===== config.mk =====
export PLATFORM = sky130hd
export DESIGN_NAME = bit32_seq_divider
export DESIGN_NICKNAME = d
export VERILOG_FILES = /design/src/rtl/bit32_div_pkg.sv /design/src/rtl/bit32_ripple_carry_adder.sv /design/src/rtl/bit32_seq_divider.sv
export SDC_FILE = /design/constraint.sdc
export NUM_CORES = 1
export LEC_CHECK = 0
export CORE_MARGIN = 5
export CORE_UTILIZATION = 45
export CTS_CLUSTER_DIAMETER = 80
export DETAILED_ROUTE_END_ITERATION = 10
export MAX_ROUTING_LAYER = met4
export PLACE_DENSITY = 0.67
export SYNTH_ARGS = -nofsm -noshare
export SYNTH_HDL_FRONTEND = slang
export SYNTH_SLANG_ARGS = --single-unit

===== constraint.sdc =====
create_clock -name clk_in -period 20.5 [get_ports clk_in]
set_input_delay 4.1 -clock clk_in [delete_from_list [all_inputs] [get_ports clk_in]]
set_output_delay 4.1 -clock clk_in [all_outputs]
set_load 0.01 [all_outputs]

===== src/rtl/bit32_div_pkg.sv =====
// Shared types and constants for the sequential 32-bit divider.
package bit32_div_pkg;

  typedef enum logic [1:0] {
    IDLE,
    PREP,
    CALC,
    DONE
  } div_state_e;

  localparam int unsigned DIV_ITER  = 32;
  localparam logic [31:0] DIV0_QUOT = 32'hFFFF_FFFF;

endpackage


===== src/rtl/bit32_ripple_carry_adder.sv =====
// Plain ripple-carry adder; the divider uses it as a subtractor (b inverted, c_in = 1).
module bit32_ripple_carry_adder #(
  parameter int unsigned WIDTH = 32
) (
  input  logic [WIDTH-1:0] a,
  input  logic [WIDTH-1:0] b,
  input  logic             c_in,
  output logic [WIDTH-1:0] sum,
  output logic             c_out
);

  logic [WIDTH:0] carry;

  assign carry[0] = c_in;

  for (genvar i = 0; i < WIDTH; i++) begin : g_bit
    assign sum[i]     = a[i] ^ b[i] ^ carry[i];
    assign carry[i+1] = (a[i] & b[i]) | (carry[i] & (a[i] ^ b[i]));
  end

  assign c_out = carry[WIDTH];

endmodule


===== src/rtl/bit32_seq_divider.sv =====
// Restoring shift-subtract divider for MIPS32 DIV/DIVU, one quotient bit per clock.
// Define BIT32_DIV_SIGNED_EN to honour signed_in (DIV); otherwise every divide is unsigned.
module bit32_seq_divider
  import bit32_div_pkg::*;
#(
  parameter int unsigned WIDTH = 32,
  parameter int unsigned CNT_W = 6
) (
  input  logic             clk_in,
  input  logic             rst_in,
  input  logic             start_in,
  input  logic             signed_in,
  input  logic [WIDTH-1:0] A_in,
  input  logic [WIDTH-1:0] B_in,
  output logic [WIDTH-1:0] Q_out,
  output logic [WIDTH-1:0] R_out,
  output logic             busy_out,
  output logic             done_out,
  output logic             div0_out
);

  localparam logic [CNT_W-1:0] LastCount = CNT_W'(DIV_ITER - 1);

  div_state_e       state_q;
  logic [WIDTH-1:0] a_q, b_q, dvd_q, dvs_q, rem_q;
  logic [CNT_W-1:0] count_q;

  logic [WIDTH-1:0] rem_shift, diff, rem_next, quot_next;
  logic [WIDTH-1:0] a_mag, b_mag, q_final, r_final;
  logic             carry, take;

  assign rem_shift = {rem_q[WIDTH-2:0], dvd_q[WIDTH-1]};

  bit32_ripple_carry_adder #(
    .WIDTH(WIDTH)
  ) u_sub (
    .a    (rem_shift),
    .b    (~dvs_q),
    .c_in (1'b1),
    .sum  (diff),
    .c_out(carry)
  );

  // rem_q's MSB is shifted out of rem_shift; when set the true partial remainder
  // exceeds any divisor, so the subtraction always succeeds.
  assign take      = carry | rem_q[WIDTH-1];
  assign rem_next  = take ? diff : rem_shift;
  assign quot_next = {dvd_q[WIDTH-2:0], take};

`ifdef BIT32_DIV_SIGNED_EN
  logic sgn_q, neg_quot, neg_rem;

  // MIPS truncation: quotient sign is sign(A)^sign(B), remainder follows the dividend.
  assign neg_rem  = sgn_q & a_q[WIDTH-1];
  assign neg_quot = sgn_q & (a_q[WIDTH-1] ^ b_q[WIDTH-1]);
  assign a_mag    = neg_rem ? -a_q : a_q;
  assign b_mag    = (sgn_q & b_q[WIDTH-1]) ? -b_q : b_q;
  assign q_final  = neg_quot ? -quot_next : quot_next;
  assign r_final  = neg_rem ? -rem_next : rem_next;

  always_ff @(posedge clk_in or posedge rst_in) begin
    if (rst_in) begin
      sgn_q <= 1'b0;
    end else if (state_q == IDLE && start_in) begin
      sgn_q <= signed_in;
    end
  end
`else
  logic unused_signed;

  assign unused_signed = signed_in;
  assign a_mag         = a_q;
  assign b_mag         = b_q;
  assign q_final       = quot_next;
  assign r_final       = rem_next;
`endif

  always_ff @(posedge clk_in or posedge rst_in) begin
    if (rst_in) begin
      state_q  <= IDLE;
      a_q      <= '0;
      b_q      <= '0;
      dvd_q    <= '0;
      dvs_q    <= '0;
      rem_q    <= '0;
      count_q  <= '0;
      Q_out    <= '0;
      R_out    <= '0;
      busy_out <= 1'b0;
      done_out <= 1'b0;
      div0_out <= 1'b0;
    end else begin
      case (state_q)
        IDLE: begin
          if (start_in) begin
            a_q      <= A_in;
            b_q      <= B_in;
            busy_out <= 1'b1;
            div0_out <= 1'b0;
            state_q  <= PREP;
          end
        end
        PREP: begin
          if (b_q == '0) begin
            Q_out    <= WIDTH'(DIV0_QUOT);
            R_out    <= a_q;
            div0_out <= 1'b1;
            done_out <= 1'b1;
            state_q  <= DONE;
          end else begin
            dvd_q   <= a_mag;
            dvs_q   <= b_mag;
            rem_q   <= '0;
            count_q <= '0;
            state_q <= CALC;
          end
        end
        CALC: begin
          rem_q   <= rem_next;
          dvd_q   <= quot_next;
          count_q <= count_q + CNT_W'(1);
          if (count_q == LastCount) begin
            Q_out    <= q_final;
            R_out    <= r_final;
            done_out <= 1'b1;
            state_q  <= DONE;
          end
        end
        DONE: begin
          done_out <= 1'b0;
          busy_out <= 1'b0;
          state_q  <= IDLE;
        end
        default: state_q <= IDLE;
      endcase
    end
  end

endmodule

## Word-level counts from Yosys, hierarchy flattened

Cells that the tools add are included.

- Multiply operators: 0
- Div/mod/pow operators: 0
- Muxes and demuxes: 24
- Equality and inequality tests: 8
- $add $sub $neg: 1
- Order comparisons: 0
- Shift operators: 0
- Reductions and logical operators: 14
- Bitwise logic cells: 162

Operators by type and width:

| cell | number |
|---|---|
| 32-bit one-hot mux with 2 select lines | 4 |
| 32-bit 2-to-1 mux | 7 |
| 1-bit bitwise AND | 63 |
| 1-bit XOR | 63 |
| 1-bit OR | 33 |
| 32-bit logical NOT | 1 |
| 32-bit NOT | 1 |
| 6-bit one-hot mux with 2 select lines | 1 |
| 2-bit AND reduction | 5 |
| 3-bit AND reduction | 3 |
| 2-bit != test, second input constant | 4 |
| 2-bit one-hot mux with 4 select lines | 1 |
| 6-bit by 1-bit adder with 6-bit output, second input constant | 1 |
| 6-bit by 5-bit == test with 1-bit output, second input constant | 1 |
| 6-bit 2-to-1 mux | 1 |
| 2-bit nonzero test | 3 |
| 1-bit 2-to-1 mux | 5 |
| 2-bit == test, second input constant | 2 |
| 2-bit 2-to-1 mux | 2 |
| 1-bit one-hot mux with 2 select lines | 2 |
| 1-bit one-hot mux with 3 select lines | 1 |
| 3-bit nonzero test | 1 |
| 2-bit by 1-bit == test with 1-bit output, second input constant | 1 |
| 2-bit logical NOT | 1 |
| 1-bit NOT | 2 |

- Bits of input ports: 68
- Bits in registers: 235
- Output and inout port bits: 67
- RAM bits: 0
- Memories: 0
- Memory bits (read-only): 0
- Word-level logic and storage cells: 221
- Latch bits: 0

## Longest topological paths before layout

Gate-level depths: netlist of the first run.

- Depth after elaboration: 69
- Depth in mapped cells: 40
- Gate-level depth less buffers: 38

## Modules after synthesis

From an unflattened synthesis of the first run, not the netlist that was laid out.

- Cells, all modules: 893
- Area, all modules: 10704.0 µm²

By module, submodules not included:

| module | instances | area each (µm²) | cells each | sequential area each (µm²) |
|---|---|---|---|---|
| bit32_seq_divider | 1 | 10025.9 | 851 | 5880.6 |
| bit32_ripple_carry_adder | 1 | 678.2 | 42 | 0.0 |

## Worst setup path after synthesis of the first run

OpenSTA, ideal clock, no wires.

- Kind: register to register
- From: register dvd_q[31]
- To: register R_out[10]
- Cell stages (with the launch flop): 41
- Slack: 6.855 ns
- Library setup time: 0.127 ns
- Data required time: 20.373 ns
- Clock period less this slack: 13.645 ns
- Arrival time: 13.518 ns
- Path buffers: 2
- Cells stage by stage: dfrtp_1 inv_1 ha_1 fa_1 fa_1 fa_1 fa_1 fa_1 fa_1 fa_1 fa_1 fa_1 fa_1 fa_1 fa_1 fa_1 fa_1 fa_1 [5 not listed] fa_1 fa_1 fa_1 fa_1 fa_1 fa_1 fa_1 fa_1 fa_1 fa_1 fa_1 nand2b_1 clkbuf_1 clkbuf_1 nand2_1 o211ai_1 o21ai_0 mux2_1

- Word-level cells in the longest chain between the ends: 68
- Elaborated cells on any way between the ends: 70
- Those cells by class: mux (3); bitwise (67)

Ends and longest elaborated chain:

| what | line | text |
|---|---|---|
| from (decl) | bit32_seq_divider.sv:25 | `logic [WIDTH-1:0] a_q, b_q, dvd_q, dvs_q, rem_q;` |
| from (signal assigned) | bit32_seq_divider.sv:111 | `dvd_q <= a_mag;` |
| from (signal assigned) | bit32_seq_divider.sv:120 | `dvd_q <= quot_next;` |
| 1-bit bitwise AND or 1-bit XOR (tied branches) | bit32_ripple_carry_adder.sv:18 | `assign carry[i+1] = (a[i] & b[i]) \| (carry[i] & (a[i] ^ b[i]));` |
| 1-bit OR * | bit32_ripple_carry_adder.sv:18 |  |
| 1-bit bitwise AND * | bit32_ripple_carry_adder.sv:18 |  |
| 1-bit OR * | bit32_ripple_carry_adder.sv:18 |  |
| 1-bit bitwise AND * | bit32_ripple_carry_adder.sv:18 |  |
| 1-bit OR * | bit32_ripple_carry_adder.sv:18 |  |
| 1-bit bitwise AND * | bit32_ripple_carry_adder.sv:18 |  |
| 1-bit OR * | bit32_ripple_carry_adder.sv:18 |  |
| [52 not listed] | -- |  |
| 1-bit bitwise AND | bit32_ripple_carry_adder.sv:18 |  |
| 1-bit OR | bit32_ripple_carry_adder.sv:18 |  |
| 1-bit bitwise AND | bit32_ripple_carry_adder.sv:18 |  |
| 1-bit OR | bit32_ripple_carry_adder.sv:18 |  |
| 1-bit OR | bit32_seq_divider.sv:46 | `assign take = carry \| rem_q[WIDTH-1];` |
| 32-bit 2-to-1 mux * | bit32_seq_divider.sv:47 | `assign rem_next = take ? diff : rem_shift;` |
| 32-bit 2-to-1 mux * | bit32_seq_divider.sv:122 | `if (count_q == LastCount) begin` |
| 32-bit one-hot mux with 2 select lines * | bit32_seq_divider.sv:93 | `case (state_q)` |
| to (signal assigned) | bit32_seq_divider.sv:106 | `R_out <= a_q;` |
| to (signal assigned) | bit32_seq_divider.sv:124 | `R_out <= r_final;` |
| to (decl) | bit32_seq_divider.sv:16 | `output logic [WIDTH-1:0] R_out,` |

Every way passes the cells marked *; elsewhere a longest branch is shown, timed or not. The select of a mux whose other input is x is not followed.
A chain may end at the register's enable or synchronous reset.

## Worst setup path in the final report of the first run

- From: register dvd_q[31]
- To: register R_out[12]

- Word-level cells in the longest chain between the ends: 68
- Elaborated cells on any way between the ends: 70
- Those cells by class: mux (3); bitwise (67)

Ends and longest elaborated chain:

| what | line |
|---|---|
| 1-bit bitwise AND or 1-bit XOR (tied branches) | bit32_ripple_carry_adder.sv:18 |
| 1-bit OR * | bit32_ripple_carry_adder.sv:18 |
| 1-bit bitwise AND * | bit32_ripple_carry_adder.sv:18 |
| 1-bit OR * | bit32_ripple_carry_adder.sv:18 |
| 1-bit bitwise AND * | bit32_ripple_carry_adder.sv:18 |
| 1-bit OR * | bit32_ripple_carry_adder.sv:18 |
| 1-bit bitwise AND * | bit32_ripple_carry_adder.sv:18 |
| 1-bit OR * | bit32_ripple_carry_adder.sv:18 |
| [52 not listed] | -- |
| 1-bit bitwise AND | bit32_ripple_carry_adder.sv:18 |
| 1-bit OR | bit32_ripple_carry_adder.sv:18 |
| 1-bit bitwise AND | bit32_ripple_carry_adder.sv:18 |
| 1-bit OR | bit32_ripple_carry_adder.sv:18 |
| 1-bit OR | bit32_seq_divider.sv:46 |
| 32-bit 2-to-1 mux * | bit32_seq_divider.sv:47 |
| 32-bit 2-to-1 mux * | bit32_seq_divider.sv:122 |
| 32-bit one-hot mux with 2 select lines * | bit32_seq_divider.sv:93 |

Marked as above.

==> results of run 1 <==
[state kept, by name, indices dropped and copies added, names as in the netlist]
name / flops
Q_out: 32
R_out: 32
a_mag: 32
b_mag: 32
dvd_q: 32
dvs_q: 32
rem_q: 32
count_q: 6
state_q: 2
busy_out: 1
div0_out: 1
done_out: 1
[kinds of logic (layout without fill, tap and decap cells)]
| logic type | Yosys count | count (layout) |
|---|---|---|
| and+or+nand+nor | 132 | 132 |
| AOI/OAI and AO/OA | 182 | 182 |
| DFF | 235 | 235 |
| adders and majority gates | 37 | 37 |
| buffers and inverters | 125 | 253 |
| muxes | 161 | 161 |
[area by class of cell]
type / instances / area (µm²)
fill: 1998 / 10300
inverter: 71 / 274
timing repair buffer: 141 / 1390
multi-input combinational: 512 / 4200
tap: 319 / 399
clock buffer: 39 / 748
clock inverter: 2 / 35.0
sequential: 235 / 5880
[cells in the final DEF, fill, tap and decap left out, types with 28 or more instances in the layout]
| cell type | synthesis | final |
|---|---|---|
| o22a_1 | 32 | 32 |
| inv_1 | 71 | 70 |
| mux2_1 | 28 | 28 |
| o211ai_1 | 32 | 32 |
| clkdlybuf4s50_1 | 0 | 133 |
| nand2_1 | 107 | 106 |
| fa_1 | 31 | 31 |
| dfrtp_1 | 235 | 235 |
| o21ai_0 | 105 | 105 |
| mux2_2 | 100 | 100 |
| mux2i_1 | 33 | 33 |
[through the flow]
stage                     instances  total power, W  utilization  setup slack [ps]
after global routing           1319         0.00219        0.556              5440
final                          1319         0.00204        0.556              6010
after floorplan                 872         0.00135            -              6850
after detailed placement       1278         0.00162        0.522              6050
after global placement         1278         0.00159        0.522              6180
after CTS                      1319         0.00206        0.556              5990
[power by group]
part	switching (W)	internal, W	total (W)
Clock	0.000172	0.000260	0.000432
Sequential	0.000147	0.000667	0.000815
Combinational	0.000386	0.000403	0.000789
[worst max-delay path: cells and delay by family (launching register included)]
kind                       cells  cell delay, ps
buffers and inverters          2             540
and+or+nand+nor                2             190
adders and majority gates     32           12500
DFF                            1             380
muxes                          1             320
AOI/OAI and AO/OA              2             390
[routing by layer]
| layer | vias to the layer above | global-route usage | wire (µm) |
|---|---|---|---|
| li1 | 3252 | - | - |
| met1 | 3284 | 0.262 | 10900 |
| met2 | 108 | 0.254 | 9850 |
| met3 | 27 | 0.0204 | 746 |
| met4 | 0 | 0.0385 | 393 |
| met5 | - | - | 0 |
[final timing paths]
check                               start        end  slack, ps  depth (start not counted)
worst max-delay path            dvd_q[31]  R_out[12]       6010                         39
worst min-delay path            R_out[17]  R_out[17]        490                          1
worst max register to register  dvd_q[31]  R_out[12]       6010                         39
worst min register to register  R_out[17]  R_out[17]        490                          1
max in group asynchronous          rst_in  b_mag[18]      15080                          3
min in group asynchronous          rst_in  Q_out[28]       4090                          2
==> results.cfg, run 1 <==
[run_status]
status = completed

[grt]
grtUsageTotal = 0.173
grt_pass1_wl_um = 36500
antenna_found_initial = 0
grt_max_degree = 114
grt_pass1_vias = 6818
overflow = 0

[clock_tree]
h-tree-depth = 1
clk_latency_ps = 510
cts_setup_buffers = 0
ctsHoldBuffers = 0
tritoncts = yes
clkTransAtPathRegs_ps = 60
cts_buffers = 24
clockBufferDepth = 3
cts_sinks = 235
ctsResizeCount = 0
cts_root_buf = clkbuf_16

[setup_path]
crit_top_cell = fa_1
crit_slowest_cell = buf_4
cp_max_fo = 66
endpoint_kind = flip-flop
cp.required_ps = 20890
slowest_delay_ps = 480
worstSetupPathType = flip-flop to flip-flop
arrival_ps = 14880
start_kind = flip-flop

[timing]
clock.fmax_ghz = 0.0690
worstMarginPinSlew_ps = 1040
finalSetupViolations = 0
slew_violations = 0
hold_viol = 0
finalSetupTns_ps = 0
relSlewSlack = 0.302
fin_skew_ps = 6.99
hold_ws_ps = 486
rsz0062_at_grt = false
final.period_utilization = 0.707
period_minus_slack_ps = 14490

[floorplan]
die_h_um = 163
start_util = 0.454
dieArea_um2 = 26600
rows = 56
num_io_pins = 135
die_w_um = 163
coreArea_um2 = 23300

[pwr]
power_density_nw_per_um2 = 157
ir_drop_mv = 0.0921
cellLeakagePower_nw = 5.26

[drt]
drc = 0
drt-total-wl_um = 21900
dr_total_vias = 6671
wl_per_cell_um = 16.6
drt-initial-drc-count = 265
via_per_inst = 5.06
first_pass_iters = 4
ant_nets = 0

[yosys]
synth_top_family_by_area = multiplexers
synth_area_leader_cell = dfrtp_1
synth_most_common_cell = dfrtp_1
synthAdderAreaFrac = 0.0659
synth_area_per_cell_um2 = 12.1
synth_edf_count = 0
synthTopCellsByArea = dfrtp_1 (56%), mux2_2 (11%), fa_1 (5.9%)
async_flop_share = 1.00
yosys_register_bits = 235
synth_top_area_share = 0.557
synth-compound-area-share = 0.108
synthMuxAreaShare = 0.168
yosysWarnings = 0
synth-simple-area-share = 0.0520
synth_xor_area_frac = 0
post_synth_num_cell_types = 35
syn-num-nets = 977
synth_area_um2 = 10600
synth_sequential_area_ratio = 0.557
netlist_instances = 872
ys_top_cells_by_count = dfrtp_1 (235), nand2_1 (107), o21ai_0 (105), mux2_2 (100), inv_1 (71)
synth_top_flop_cell = dfrtp_1

[job]
maxCapViolations = 0

[cells_and_area]
antenna_cells = 0
fin_area_um2 = 12900
drive_gt1_frac = 0.149
fin_nets = 1090
area_delta_synth_final_pct = 22.5

[placement]
numPortBuffers = 133
postPlaceCellArea_um2 = 12100
gp_congestion = 0.759
hpwl_um = 14900

[min_path]
hp-class = flip-flop to flip-flop
Power figures use the tool's default switching activity.
==> inputs of run 2 (changes only) <==
- clock period: 20.5 -> 15.2 ns (I/O delays scaled with it)
==> results.cfg, run 2 (synthesized netlist as in run 1, its figures left out) <==
[drt]
drt-initial-drc-count = 282
ant_nets = 0
drc = 0
wl_per_cell_um = 16.7
first_pass_iters = 4
drt-total-wl_um = 22100
via_per_inst = 5.09
dr_total_vias = 6726

[grt]
grtUsageTotal = 0.176
grt_pass1_wl_um = 36800
antenna_found_initial = 0
grt_max_degree = 108
overflow = 0
grt_pass1_vias = 6919

[placement]
gp_congestion = 0.769
postPlaceCellArea_um2 = 12100
numPortBuffers = 133
hpwl_um = 14900

[setup_path]
slowest_delay_ps = 420
endpoint_kind = flip-flop
timing.rr.end = R_out[3]
worstSetupPathType = flip-flop to flip-flop
arrival_ps = 14670
reg2reg_setup_slack_ps = 930
cp_max_fo = 23
cp.required_ps = 15600
cp-endpoint = R_out[3]
worst_r2r_path_depth = 39
crit_top_cell = fa_1
start_kind = flip-flop
critPathLaunch = dvd_q[31]
crit-reg2reg-launch = dvd_q[31]
crit_slowest_cell = fa_1

[clock_tree]
cts_buffers = 25
cts_root_buf = clkbuf_16
clockBufferDepth = 3
ctsResizeCount = 0
ctsHoldBuffers = 0
cts_sinks = 235
cts_setup_buffers = 0
h-tree-depth = 1
clk_latency_ps = 530
tritoncts = yes
clkTransAtPathRegs_ps = 60

[pwr]
p_sw_w = 0.000957
sw_frac_of_total = 0.349
clkPwrFrac = 0.214
power_density_nw_per_um2 = 212
p_seq_frac = 0.401
cellLeakagePower_nw = 5.28
combPwrFrac = 0.385
p_int_w = 0.00179
ir_drop_mv = 0.133

[timing]
worstMarginPinSlew_ps = 1130
hold_viol = 0
relSlewSlack = 0.245
clock.fmax_ghz = 0.0701
finalSetupViolations = 0
fin_skew_ps = 24.0
finalSetupTns_ps = 0
slew_violations = 0
rsz0062_at_grt = false
final.period_utilization = 0.939
period_minus_slack_ps = 14270

[floorplan]
num_io_pins = 135
die_w_um = 163
rows = 56
die_h_um = 163
coreArea_um2 = 23300
start_util = 0.454
dieArea_um2 = 26600

[cells_and_area]
layout_common_cells = dfrtp_1 (235), clkdlybuf4s50_1 (133), nand2_1 (106)
area_delta_synth_final_pct = 22.7
antenna_cells = 0
drive_gt1_frac = 0.155
fin_area_um2 = 12900
fin_nets = 1091
final_common_cell = dfrtp_1

[min_path]
hp-class = flip-flop to flip-flop

[job]
maxCapViolations = 0

[run_status]
status = completed
-- run 2: layout make-up --
type,count,area (µm²)
clock inverter,6,37.5
tap,319,399
inverter,71,274
timing repair buffer,141,1390
clock buffer,38,764
fill,1942,10300
multi-input combinational,512,4200
sequential,235,5880
-- run 2: critical path, delay by kind of cell, from the launching register on --
family,cells,cell delay (ps)
compound gates,2,290
buf+inv,2,380
simple gates,2,380
flops,1,370
mux,1,310
fa+ha+maj,32,12400
-- run 2: routing by layer --
layer | part of all wire | track usage
met2 | 0.45 | 0.262
met1 | 0.50 | 0.262
met3 | 0.031 | 0.0214
met4 | 0.016 | 0.0396
met5 | 0 | -
-- run 2: worst min path at each step --
stage / startpoint / endpoint / slack, ps / depth (start not counted)
2_1_floorplan: rem_q[31] / rem_q[31] / 440 / 2
3_3_place_gp: rem_q[31] / rem_q[31] / 460 / 2
3_5_place_dp: R_out[17] / R_out[17] / 470 / 1
4_1_cts: R_out[17] / R_out[17] / 490 / 1
5_1_grt: R_out[5] / R_out[5] / 510 / 1
6_report: R_out[5] / R_out[5] / 480 / 1
-- run 2: stage by stage --
step | std cells | power [W] | hold WS (ps) | util | setup WS, ps
2_1_floorplan | 872 | 0.00182 | 441 | - | 1550
3_3_place_gp | 1278 | 0.00215 | 458 | 0.522 | 972
3_5_place_dp | 1278 | 0.00219 | 474 | 0.522 | 916
4_1_cts | 1322 | 0.00279 | 488 | 0.557 | 895
5_1_grt | 1322 | 0.00295 | 509 | 0.557 | 363
6_report | 1322 | 0.00274 | 482 | 0.557 | 925
-- run 2: power by group through the flow --
stage                     registers, W  logic, W  clock network (W)
after floorplan                0.00109  0.000734                  0
after global placement         0.00110   0.00104                  0
after detailed placement       0.00111   0.00107                  0
after CTS                      0.00110   0.00108           0.000604
after global routing           0.00114   0.00118           0.000628
final                          0.00110   0.00106           0.000586
==> inputs of run 3 (changes only) <==
- clock period: 15.2 -> 18.55 ns (I/O delays scaled with it)
==> results.cfg, run 3 (synthesized netlist as in run 1, its figures left out) <==
[timing]
finalSetupViolations = 0
slew_violations = 0
relSlewSlack = 0.264
clock.fmax_ghz = 0.0694
final.period_utilization = 0.777
fin_skew_ps = 16.8
worstMarginPinSlew_ps = 1100
finalSetupTns_ps = 0
rsz0062_at_grt = false
period_minus_slack_ps = 14410
hold_viol = 0

[setup_path]
slowest_delay_ps = 500
reg2reg_setup_slack_ps = 4140
arrival_ps = 14810
start_kind = flip-flop
worst_r2r_path_depth = 39
cp_max_fo = 66
worstSetupPathType = flip-flop to flip-flop
timing.rr.end = R_out[16]
cp.required_ps = 18940
crit_slowest_cell = buf_4
crit_top_cell = fa_1
crit-reg2reg-launch = dvd_q[31]
endpoint_kind = flip-flop

[job]
maxCapViolations = 0

[drt]
drc = 0
wl_per_cell_um = 16.8
drt-initial-drc-count = 304
ant_nets = 0
drt-total-wl_um = 22100
via_per_inst = 5.11
first_pass_iters = 4
dr_total_vias = 6742

[clock_tree]
clockBufferDepth = 3
cts_root_buf = clkbuf_16
cts_buffers = 25
clk_latency_ps = 510
clkTransAtPathRegs_ps = 60
ctsResizeCount = 0
h-tree-depth = 1
cts_setup_buffers = 0
cts_sinks = 235
ctsHoldBuffers = 0
tritoncts = yes

[min_path]
hold_depth = 2
hold_start = rem_q[31]
min_to = rem_q[31]
hp-class = flip-flop to flip-flop

[run_status]
status = completed

[cells_and_area]
layout_common_cells = dfrtp_1 (235), clkdlybuf4s50_1 (133), nand2_1 (106)
area_delta_synth_final_pct = 23.2
drive_gt1_frac = 0.151
final_common_cell = dfrtp_1
fin_cells = 1319
fill_cells = 1971
fin_area_um2 = 13000
fin_nets = 1090

[pwr]
ir_drop_mv = 0.0934
cellLeakagePower_nw = 5.29
power_density_nw_per_um2 = 176

[grt]
grtUsageTotal = 0.176
grt_pass1_vias = 6970
grt_pass1_wl_um = 37100
antenna_found_initial = 1
grt_max_degree = 108
overflow = 0

[floorplan]
num_io_pins = 135
start_util = 0.454
dieArea_um2 = 26600
coreArea_um2 = 23300
rows = 56
die_w_um = 163
die_h_um = 163

[placement]
hpwl_um = 14900
postPlaceCellArea_um2 = 12100
numPortBuffers = 133
dp.cells = 1277
gp_congestion = 0.772
## run 3: cell types whose count changed in the layout (fill, tap and decap cells not counted), sizes merged, moves of 2 or more
cell    previous run  this run
clkbuf            38        35
bufinv             0         4
clkinv             4         1
inv               73        71
## run 3: routing by layer
layer	track usage	part of all wire	vias up
met4	0.0389	0.017	0
met3	0.0235	0.040	27
met1	0.264	0.49	3365
li1	-	-	3232
met5	-	0	-
met2	0.260	0.45	118
## run 3: power by group
group          leakage, nW  switching, W  internal (W)
logic                 2.02      0.000424      0.000444
clock network        0.417      0.000195      0.000324
registers             2.85      0.000164      0.000737
total                 5.29      0.000783       0.00151
## run 3: how the worst max path moves through the flow
stage / startpoint / to / slack (ps) / cells after the start
2_1_floorplan: dvd_q[31] / R_out[10] / 4900 / 40
3_3_place_gp: dvd_q[31] / R_out[12] / 4210 / 39
3_5_place_dp: dvd_q[31] / R_out[12] / 4110 / 39
4_1_cts: dvd_q[31] / R_out[12] / 4060 / 39
5_1_grt: dvd_q[31] / R_out[12] / 3560 / 39
6_report: dvd_q[31] / R_out[16] / 4140 / 39
## run 3: layout make-up
cell class / instances / area [µm²] / area share
multi-input cells: 512 / 4200 / 0.323
repair buffers: 140 / 1380 / 0.106
flip-flops and latches: 235 / 5880 / 0.452
clock buffers: 35 / 723 / 0.0556
well taps: 319 / 399 / 0.0307
clock inverters: 6 / 133 / 0.0102
diodes: 1 / 2.50 / 0.000193
inverters: 71 / 274 / 0.0211
## run 3: critical path, delay by kind of cell, from the launching register on
kind	cells	cell delay, ps
and+or+nand+nor	2	200
buffers and inverters	2	550
DFF	1	370
muxes	1	320
AOI/OAI and AO/OA	2	370
adders and majority gates	32	12440
## run 3: stage by stage
stage	setup slack [ps]	utilization	hold WS [ps]	total power, W
2_1_floorplan	4900	-	441	0.00149
3_3_place_gp	4210	0.522	457	0.00176
3_5_place_dp	4110	0.522	464	0.00179
4_1_cts	4060	0.559	477	0.00232
5_1_grt	3560	0.559	499	0.00246
6_report	4140	0.559	470	0.00229
